File: src/rtl/kugelblitz_rx_capture.sv
// In-line RX AXI-stream monitor: zero-latency passthrough that snapshots 4 bytes at a
// programmable offset on each frame's first beat, read back through an AXI-lite slave.
module kugelblitz_rx_capture #(
    parameter int AXIS_DATA_WIDTH = 512,
    parameter int AXIS_KEEP_WIDTH = AXIS_DATA_WIDTH / 8,
    parameter int AXIS_USER_WIDTH = 81,
    parameter int AXIL_DATA_WIDTH = 32,
    parameter int AXIL_ADDR_WIDTH = 8,
    parameter int AXIL_STRB_WIDTH = AXIL_DATA_WIDTH / 8
) (
    input  logic                       clk,
    input  logic                       rst,

    input  logic [AXIS_DATA_WIDTH-1:0] s_axis_tdata,
    input  logic [AXIS_KEEP_WIDTH-1:0] s_axis_tkeep,
    input  logic                       s_axis_tvalid,
    output logic                       s_axis_tready,
    input  logic                       s_axis_tlast,
    input  logic [AXIS_USER_WIDTH-1:0] s_axis_tuser,

    output logic [AXIS_DATA_WIDTH-1:0] m_axis_tdata,
    output logic [AXIS_KEEP_WIDTH-1:0] m_axis_tkeep,
    output logic                       m_axis_tvalid,
    input  logic                       m_axis_tready,
    output logic                       m_axis_tlast,
    output logic [AXIS_USER_WIDTH-1:0] m_axis_tuser,

    input  logic [AXIL_ADDR_WIDTH-1:0] s_axil_awaddr,
    input  logic [2:0]                 s_axil_awprot,
    input  logic                       s_axil_awvalid,
    output logic                       s_axil_awready,
    input  logic [AXIL_DATA_WIDTH-1:0] s_axil_wdata,
    input  logic [AXIL_STRB_WIDTH-1:0] s_axil_wstrb,
    input  logic                       s_axil_wvalid,
    output logic                       s_axil_wready,
    output logic [1:0]                 s_axil_bresp,
    output logic                       s_axil_bvalid,
    input  logic                       s_axil_bready,
    input  logic [AXIL_ADDR_WIDTH-1:0] s_axil_araddr,
    input  logic [2:0]                 s_axil_arprot,
    input  logic                       s_axil_arvalid,
    output logic                       s_axil_arready,
    output logic [AXIL_DATA_WIDTH-1:0] s_axil_rdata,
    output logic [1:0]                 s_axil_rresp,
    output logic                       s_axil_rvalid,
    input  logic                       s_axil_rready
);

    localparam int AW = AXIL_ADDR_WIDTH - 2;
    localparam logic [AW-1:0] ADDR_CTRL   = AW'(0);
    localparam logic [AW-1:0] ADDR_STATUS = AW'(1);
    localparam logic [AW-1:0] ADDR_CAP    = AW'(2);
    localparam logic [AW-1:0] ADDR_FCOUNT = AW'(3);

    logic        ctrl_enable;
    logic [5:0]  ctrl_offset;
    logic        first_beat;
    logic        cap_valid;
    logic        cap_overflow;
    logic [31:0] cap_data;
    logic [31:0] frame_count;
    logic        bvalid_q;
    logic        rvalid_q;
    logic [31:0] rdata_q;
    logic [31:0] cap_word;
    logic [31:0] read_mux;
    logic [6:0]  byte_idx;
    logic [5:0]  wr_offset;

    assign m_axis_tdata  = s_axis_tdata;
    assign m_axis_tkeep  = s_axis_tkeep;
    assign m_axis_tvalid = s_axis_tvalid;
    assign m_axis_tlast  = s_axis_tlast;
    assign m_axis_tuser  = s_axis_tuser;
    assign s_axis_tready = m_axis_tready;

    logic beat_fire, frame_end, capture;
    assign beat_fire = s_axis_tvalid & m_axis_tready;
    assign frame_end = beat_fire & s_axis_tlast;
    assign capture   = beat_fire & first_beat & ctrl_enable;

    logic wr_fire, rd_fire, wr_ctrl, wr_fcount, rd_cap;
    logic [AW-1:0] wr_word, rd_word;
    assign wr_word   = s_axil_awaddr[AXIL_ADDR_WIDTH-1:2];
    assign rd_word   = s_axil_araddr[AXIL_ADDR_WIDTH-1:2];
    assign wr_fire   = s_axil_awvalid & s_axil_wvalid & ~bvalid_q;
    assign rd_fire   = s_axil_arvalid & ~rvalid_q;
    assign wr_ctrl   = wr_fire & (wr_word == ADDR_CTRL);
    assign wr_fcount = wr_fire & (wr_word == ADDR_FCOUNT);
    assign rd_cap    = rd_fire & (rd_word == ADDR_CAP);

    assign s_axil_awready = wr_fire;
    assign s_axil_wready  = wr_fire;
    assign s_axil_arready = rd_fire;
    assign s_axil_bvalid  = bvalid_q;
    assign s_axil_rvalid  = rvalid_q;
    assign s_axil_rdata   = rdata_q;
    assign s_axil_bresp   = 2'b00;
    assign s_axil_rresp   = 2'b00;

    assign wr_offset = (s_axil_wdata[13:8] > 6'd60) ? 6'd60 : s_axil_wdata[13:8];

    // Byte lanes beyond the end of the beat, or with tkeep low, contribute zero.
    always_comb begin
        cap_word = '0;
        byte_idx = '0;
        for (int j = 0; j < 4; j++) begin
            byte_idx = {1'b0, ctrl_offset} + 7'(j);
            if (!byte_idx[6] && s_axis_tkeep[byte_idx[5:0]])
                cap_word[8*j +: 8] = s_axis_tdata[{byte_idx[5:0], 3'b000} +: 8];
        end
    end

    always_comb begin
        read_mux = '0;
        case (rd_word)
            ADDR_CTRL:   read_mux = {18'b0, ctrl_offset, 7'b0, ctrl_enable};
            ADDR_STATUS: read_mux = {30'b0, cap_overflow, cap_valid};
            ADDR_CAP:    read_mux = cap_data;
            ADDR_FCOUNT: read_mux = frame_count;
            default:     read_mux = '0;
        endcase
    end

    always_ff @(posedge clk or posedge rst) begin
        if (rst)
            first_beat <= 1'b1;
        else if (beat_fire)
            first_beat <= s_axis_tlast;
    end

    always_ff @(posedge clk or posedge rst) begin
        if (rst) begin
            ctrl_enable <= 1'b0;
            ctrl_offset <= '0;
        end else if (wr_ctrl) begin
            if (s_axil_wstrb[0]) ctrl_enable <= s_axil_wdata[0];
            if (s_axil_wstrb[1]) ctrl_offset <= wr_offset;
        end
    end

    // A capture landing on the same edge as a CAP read wins cap_valid but drops overflow.
    always_ff @(posedge clk or posedge rst) begin
        if (rst) begin
            cap_data     <= '0;
            cap_valid    <= 1'b0;
            cap_overflow <= 1'b0;
        end else if (capture) begin
            cap_data     <= cap_word;
            cap_valid    <= 1'b1;
            cap_overflow <= rd_cap ? 1'b0 : (cap_overflow | cap_valid);
        end else if (rd_cap) begin
            cap_valid    <= 1'b0;
            cap_overflow <= 1'b0;
        end
    end

    always_ff @(posedge clk or posedge rst) begin
        if (rst)
            frame_count <= '0;
        else if (wr_fcount)
            frame_count <= frame_end ? 32'd1 : 32'd0;
        else if (frame_end)
            frame_count <= frame_count + 32'd1;
    end

    always_ff @(posedge clk or posedge rst) begin
        if (rst) begin
            bvalid_q <= 1'b0;
            rvalid_q <= 1'b0;
            rdata_q  <= '0;
        end else begin
            if (wr_fire)
                bvalid_q <= 1'b1;
            else if (s_axil_bready)
                bvalid_q <= 1'b0;
            if (rd_fire) begin
                rvalid_q <= 1'b1;
                rdata_q  <= read_mux;
            end else if (s_axil_rready) begin
                rvalid_q <= 1'b0;
            end
        end
    end

    logic unused_inputs;
    assign unused_inputs = ^{s_axil_awprot, s_axil_arprot, s_axil_awaddr[1:0], s_axil_araddr[1:0],
                             s_axil_wdata[AXIL_DATA_WIDTH-1:14], s_axil_wdata[7:1],
                             s_axil_wstrb[AXIL_STRB_WIDTH-1:2]};

endmodule
File: config.mk
export PLATFORM = sky130hd
export DESIGN_NAME = kugelblitz_rx_capture
export DESIGN_NICKNAME = d
export VERILOG_FILES = /design/src/rtl/kugelblitz_rx_capture.sv
export SDC_FILE = /design/constraint.sdc
export NUM_CORES = 1
export LEC_CHECK = 0
export BUFFER_PORTS_ARGS = -buffer_cell sky130_fd_sc_hd__buf_2
export CELL_PAD_IN_SITES_DETAIL_PLACEMENT = 1
export CELL_PAD_IN_SITES_GLOBAL_PLACEMENT = 1
export CORE_AREA = 8 8 557 559
export CTS_CLUSTER_DIAMETER = 60
export DETAILED_ROUTE_END_ITERATION = 7
export DIE_AREA = 0 0 565 567
export HOLD_SLACK_MARGIN = 0.08
export PLACE_DENSITY_LB_ADDON = 0.1
export SYNTH_ARGS = -nofsm -noshare
export SYNTH_HDL_FRONTEND = slang
export SYNTH_SLANG_ARGS = --single-unit
File: constraint.sdc
create_clock -name clk -period 3.85 [get_ports clk]
set_clock_uncertainty 0.1 [all_clocks]
set_input_delay 1.155 -clock clk [delete_from_list [all_inputs] [get_ports clk]]
set_output_delay 1.155 -clock clk [all_outputs]
set_load 0.02 [all_outputs]
==> flow_summary.json, run 1 <==
{
  "grt_pass1_wl_um": 329000,
  "drcViolationCount": 0,
  "crit_cells": 12,
  "status": "finished, final reports clean",
  "placed_area_um2": 35900,
  "tightest_slew_ns": 0.952,
  "num_vias": 26100,
  "initial_core_util": 0.0948,
  "cts-hold-fix-buffers": 0,
  "rrSetupSlack_ns": 0.14,
  "io_pins": 1426,
  "cp.arrival_ns": 3.89,
  "ys_ff_latch": 108,
  "dr.max_layer_used": "met5",
  "drt_iter0_drc": 1957,
  "synth_ff_type": "dfrtp_1",
  "power.density_nw_per_um2": 196,
  "layout_setup_ws_ns": 0.138,
  "crit_start": "ctrl_offset[2]",
  "final_hold_viol_count": 0,
  "dr.pass1.iters": 5,
  "cp.required_ns": 4.03,
  "cts_buffer_depth": 2,
  "avgSynthCellArea_um2": 11.5,
  "htree_levels": 3,
  "ant_nets": 0,
  "place_ws_ns": 0.0169,
  "hp-class": "flip-flop to flip-flop",
  "synth_edf_count": 0,
  "reg2reg_to": "cap_data[21]",
  "yosys_warnings": 0,
  "finalSetupViolCount": 0,
  "dieArea_um2": 320000,
  "synth.yosys.seq_area_share": 0.0946,
  "clk_latency_ns": 0.40,
  "finish.utilization": 0.121,
  "maxCapViolCount": 0,
  "fin_setup_tns_ns": 0,
  "clkSlewWorstSetupHoldPaths_ns": 0.10,
  "rsz0062_at_grt": "no",
  "routedWlPerCell_um": 37.0,
  "clkSinkCount": 108,
  "yosysUniqueCellTypes": 62,
  "fmax_mhz": 269,
  "cpMaxStageDelayCell": "dfrtp_4",
  "ir_drop_v": 0.000221,
  "die_x_um": 565,
  "grt_remaining_overflow": 0,
  "grtUsageTotal": 0.156,
  "relSlewSlack": 0.362,
  "numCtsBuffers": 9,
  "drive_gt1_frac": 0.711,
  "grt_max_degree": 72,
  "reg2reg_depth": 12,
  "cts_tree": "built",
  "finalMaxSlewViolations": 0,
  "max_stage_delay_ns": 0.51,
  "row_count": 202,
  "wl_met1_um": 109000,
  "layout_min_cycle_time_ns": 3.71,
  "async_flop_share": 1.00,
  "vias_per_cell": 3.69,
  "path_max_fanout": 32,
  "port_buffers": 1222,
  "syn_inst": 2476,
  "cp-endpoint": "cap_data[21]",
  "start_kind": "flip-flop",
  "totalPowerFinal_mw": 7.11,
  "gp_congestion": 0.744,
  "p_leak_nw": 13.1,
  "wl_met3_um": 15500,
  "hold_depth": 2,
  "finish.instance_area_um2": 36400,
  "antenna_found_initial": 159,
  "crit_path_end_kind": "flip-flop",
  "clockRootBuffer": "clkbuf_16",
  "place.detailed.hpwl_um": 227000,
  "cp_num_buf_inv": 5,
  "finalCritPeriodShare": 0.964,
  "syn_area_um2": 28600,
  "regToRegStartpoint": "ctrl_offset[2]",
  "routed_wl_um": 262000,
  "grt_pass1_vias": 28100,
  "wl_met2_um": 133000,
  "cp_common_cell": "buf_12",
  "critical_path.cell_chain": "buf_12 -> ha_4 -> buf_12 -> buf_12 -> nor2b_1 -> a211oi_1 -> buf_4 -> a21oi_1 -> o21ai_1 -> buf_4 -> nand2_1 -> a22o_1",
  "path_class": "flip-flop to flip-flop",
  "die_h_um": 567,
  "syn_to_final_growth_pct": 27.3,
  "core_um2": 301000,
  "final_nets": 3757,
  "crit_family": "buffers and inverters"
}
logic make-up after synthesis:
family                     after synthesis  share of synthesized area
buffers and inverters                  906                      0.219
muxes                                  741                      0.540
and+or+nand+nor                        379                     0.0615
AOI/OAI and AO/OA                      295                     0.0696
DFF                                    108                     0.0946
xor gates and xnor gates                41                     0.0131
adders and majority gates                5                    0.00219
other                                    1                   0.000131
layer usage:
| metal | vias to the layer above | GRT usage |
|---|---|---|
| li1 | 10400 | - |
| met1 | 14200 | 0.197 |
| met2 | 1258 | 0.281 |
| met3 | 258 | 0.0312 |
| met4 | 38 | 0.0185 |
| met5 | - | 0 |
cell usage after synthesis, types with 2 or more instances:
cell         n  area (um^2)
xnor2_1     17          149
a211oi_1    35          263
a21oi_1     42          210
a41o_1       5         50.1
buf_6       16          180
a221oi_1    13          114
o22ai_1      3         18.8
nand3_1     40          200
a31oi_1     25          156
a311oi_1     9         78.8
and4_1       5         43.8
or3_1        9         56.3
a211o_1      3         26.3
o21ai_1     15         75.1
mux2_1       4         45.0
nand2_1    191          717
mux2i_1     82          821
dfrtp_1    107         2680
nor4_1       4         25.0
nand4_1      8         50.1
nand3b_1     2         15.0
o21ai_0     59          295
and3_1       7         43.8
a32o_1       2         20.0
buf_1       23         86.3
xnor2_2      2         32.5
a22o_1      22          193
buf_2       73          365
nor3_1       8         40.0
mux2_2      17          191
nand2b_1     7         43.8
nor2_1      45          169
a22oi_1     46          345
nor2b_1     10         62.6
buf_4      703         5280
and2_1      36          225
xor2_1      22          193
inv_1       12         45.0
mux4_2     638        14400
a2111oi_0    5         43.8
ha_1         5         62.6
clkbuf_1    79          297
what timing repair did:
action | CTS | global route
setup endpoints to repair | 1 | 3
buffers inserted | 0 | 0
gates cloned | 0 | 1
gates resized for setup | 1 | 3
registers in the layout, indices dropped and copies added, names as in the netlist:
name	cells
first_beat	1
ctrl_enable	1
s_axil_rdata	32
s_axil_rvalid	1
cap_valid	1
frame_count	32
cap_data	32
cap_overflow	1
s_axil_bvalid	1
ctrl_offset	6
power breakdown:
| group | switching [mW] | internal, mW | total [mW] |
|---|---|---|---|
| logic | 2.94 | 1.88 | 4.82 |
| registers | 0.0698 | 1.18 | 1.25 |
| clock network | 0.590 | 0.454 | 1.04 |
| total | 3.60 | 3.52 | 7.11 |
layout make-up:
class / count / area (um^2)
Inverter: 12 / 48.8
Tap cell: 3978 / 4980
Sequential cell: 108 / 2720
Antenna cell: 70 / 175
Clock inverter: 6 / 56.3
Fill cell: 35400 / 265000
Multi-Input combinational cell: 1465 / 19900
Timing Repair Buffer: 1431 / 8260
Clock buffer: 9 / 225
per-stage QoR:
step	std cells	hold slack, ns
6_report	7079	0.383
5_1_grt	7018	0.399
4_1_cts	7008	0.393
3_5_place_dp	6993	0.369
3_3_place_gp	6993	0.364
2_1_floorplan	2479	0.350
cell usage in the layout, fill, tap and decap left out, types with 9 or more instances in the layout:
cell,instances
a21oi_1,42
a31oi_1,25
a211oi_1,19
nor2_1,45
buf_4,165
a311oi_1,9
mux2i_1,81
and2_1,36
buf_12,41
a22oi_1,46
or3_1,9
nand3_1,40
clkbuf_16,10
o21ai_1,16
mux4_2,638
nand2_1,191
dfrtp_1,101
a22o_1,22
o21ai_0,58
nor2b_1,10
xnor2_2,9
a211oi_2,16
diode_2,70
a221oi_1,13
mux2_2,17
buf_2,1222
inv_1,9
xor2_1,19
worst reg2reg max path, cell delays in order (launching register included):
cell and delay (ns):
dfrtp_4 0.51, buf_12 0.21, ha_4 0.53, buf_12 0.23, buf_12 0.28, nor2b_1 0.10
a211oi_1 0.28, buf_4 0.20, a21oi_1 0.04, o21ai_1 0.33, buf_4 0.18, nand2_1 0.28
a22o_1 0.32
worst min-delay path by stage:
stage	from	endpoint	slack, ns
detailed placement	s_axil_rdata[0]	s_axil_rdata[0]	0.37
global route	s_axil_rdata[10]	s_axil_rdata[10]	0.40
finish	s_axil_rdata[10]	s_axil_rdata[10]	0.38
floorplan	cap_data[0]	cap_data[0]	0.35
CTS	s_axil_rdata[0]	s_axil_rdata[0]	0.39
global placement	s_axil_rdata[20]	s_axil_rdata[20]	0.36
Note: power is estimated with default switching activity, not from simulation.
==> inputs of run 2 (changes only) <==
Settings changed: CORE_AREA 8 8 557 559 to 8 8 549 551, DIE_AREA 0 0 565 567 to 0 0 557 559.
Clock period 3.85 ns to 3.9 ns, I/O delays scaled along.
==> run 2 against run 1 <==
Compared with the run above: sequential power about the same; combinational power decreased by 2%; total power decreased by 0.41%; global-route usage increased by 0.15 points; sequential cell count unchanged; largest cell class unchanged.
==> flow_summary.json, run 2 (synthesis gave the netlist of run 1 again) <==
{
  "relSlewSlack": 0.447,
  "routed_wl_um": 256000,
  "status": "finished, final reports clean",
  "rsz0062_at_grt": "no",
  "cp.required_ns": 4.08,
  "grt_remaining_overflow": 0,
  "p_leak_nw": 13.2,
  "syn_to_final_growth_pct": 27.0,
  "fill_cells": 34300,
  "power.density_nw_per_um2": 195,
  "die_h_um": 559,
  "crit_path_end_kind": "flip-flop",
  "multi_input_area_um2": 19900,
  "mostFrequentLayoutCell": "buf_2",
  "crit_family": "buffers and inverters",
  "grt_pass1_wl_um": 326000,
  "cpMaxStageDelayCell": "mux4_2",
  "max_stage_delay_ns": 0.55,
  "post-cts-setup-buffer-count": 0,
  "drt_iter0_drc": 1824,
  "grtUsageTotal": 0.157,
  "place.detailed.hpwl_um": 224000,
  "final_nets": 3769,
  "die_x_um": 557,
  "swShare": 0.492,
  "hold_ws_ns": 0.380,
  "layout_min_cycle_time_ns": 3.74,
  "layout_setup_ws_ns": 0.165,
  "grt_max_degree": 75,
  "drive_gt1_frac": 0.712,
  "clkSlewWorstSetupHoldPaths_ns": 0.09,
  "p_int_mw": 3.60,
  "core_um2": 293000,
  "cts-hold-fix-buffers": 0,
  "final_hold_viol_count": 0,
  "ant_nets": 0,
  "cp_common_cell": "buf_4",
  "initial_core_util": 0.0976,
  "cp_num_buf_inv": 5,
  "critical_path.cell_chain": "buf_12 -> buf_6 -> buf_4 -> mux4_2 -> and2_1 -> a211oi_1 -> buf_4 -> a31oi_1 -> a22oi_1 -> buf_4 -> nand2_1 -> a22o_1",
  "cts_tree": "built",
  "grt_pass1_vias": 28300,
  "finalSetupViolCount": 0,
  "fin_setup_tns_ns": 0,
  "power.share.clock": 0.156,
  "p_seq_frac": 0.174,
  "io_pins": 1426,
  "tightest_slew_ns": 0.827,
  "numCtsBuffers": 9,
  "hp-class": "flip-flop to flip-flop",
  "place_ws_ns": 0.0129,
  "p_comb_frac": 0.670,
  "dr.pass1.iters": 5,
  "clkSinkCount": 108,
  "antenna_found_initial": 151,
  "port_buffers": 1222,
  "path_class": "flip-flop to flip-flop",
  "finalMaxSlewViolations": 0,
  "htree_levels": 3,
  "clk_latency_ns": 0.39,
  "vias_per_cell": 3.74,
  "cts_resized": 1,
  "finalCritPeriodShare": 0.958,
  "start_kind": "flip-flop",
  "clockRootBuffer": "clkbuf_16",
  "path_max_fanout": 17,
  "routedWlPerCell_um": 36.7,
  "row_count": 199,
  "maxCapViolCount": 0,
  "final_cells": 6989,
  "cts_buffer_depth": 2,
  "cp.arrival_ns": 3.92,
  "seqCellArea_um2": 2720,
  "layout_common_cells": "1222 x buf_2, 638 x mux4_2, 191 x nand2_1",
  "drcViolationCount": 0,
  "fmax_mhz": 268,
  "gp_congestion": 0.735,
  "power.switching_mw": 3.49,
  "num_vias": 26100,
  "ir_drop_v": 0.000214,
  "dp_cells": 6948,
  "dieArea_um2": 311000
}
[run 2: layout make-up]
type / instances / share of cell area
Clock buffer: 9 / 0.00621
Clock inverter: 7 / 0.00290
Antenna cell: 26 / 0.00179
Tap cell: 3919 / 0.135
Sequential cell: 108 / 0.0751
Inverter: 12 / 0.00134
Timing Repair Buffer: 1443 / 0.229
Multi-Input combinational cell: 1465 / 0.549
[run 2: layer usage]
metal | GRT usage | vias up | routed length [um]
li1 | - | 10400 | -
met1 | 0.194 | 14100 | 105000
met2 | 0.286 | 1271 | 131000
met3 | 0.0338 | 274 | 15400
met4 | 0.0211 | 44 | 4430
met5 | 0 | - | 273
[run 2: power by group through the flow]
stage	registers [mW]	logic, mW	clock network (mW)
3_5_place_dp	1.26	4.92	0
5_1_grt	1.24	5.07	1.20
3_3_place_gp	1.26	4.93	0
6_report	1.23	4.74	1.11
4_1_cts	1.24	4.95	1.17
2_1_floorplan	1.22	2.84	0
[run 2: final timing paths]
kind	start	to	slack (ns)	depth (start not counted)
setup / recovery	ctrl_offset[0]	cap_data[28]	0.16	12
setup reg to reg	ctrl_offset[0]	cap_data[28]	0.16	12
hold reg to reg	s_axil_rdata[26]	s_axil_rdata[26]	0.38	2
hold / removal	s_axil_rdata[26]	s_axil_rdata[26]	0.38	2
max in group asynchronous	rst	cap_data[17]	2.20	3
min in group asynchronous	rst	frame_count[31]	0.83	2
[run 2: metrics by stage]
stage	area [um^2]	util	power, mW
2_1_floorplan	28600	-	4.07
3_3_place_gp	35900	0.123	6.19
3_5_place_dp	35900	0.123	6.18
4_1_cts	36200	0.124	7.35
5_1_grt	36200	0.124	7.52
6_report	36300	0.124	7.08
[run 2: worst register-to-register path, stage by stage (launching register included)]
cell      delay (ns)
dfrtp_4         0.45
buf_12          0.29
buf_6           0.32
buf_4           0.33
mux4_2          0.55
and2_1          0.17
a211oi_1        0.31
buf_4           0.19
a31oi_1         0.05
a22oi_1         0.17
buf_4           0.19
nand2_1         0.23
a22o_1          0.28
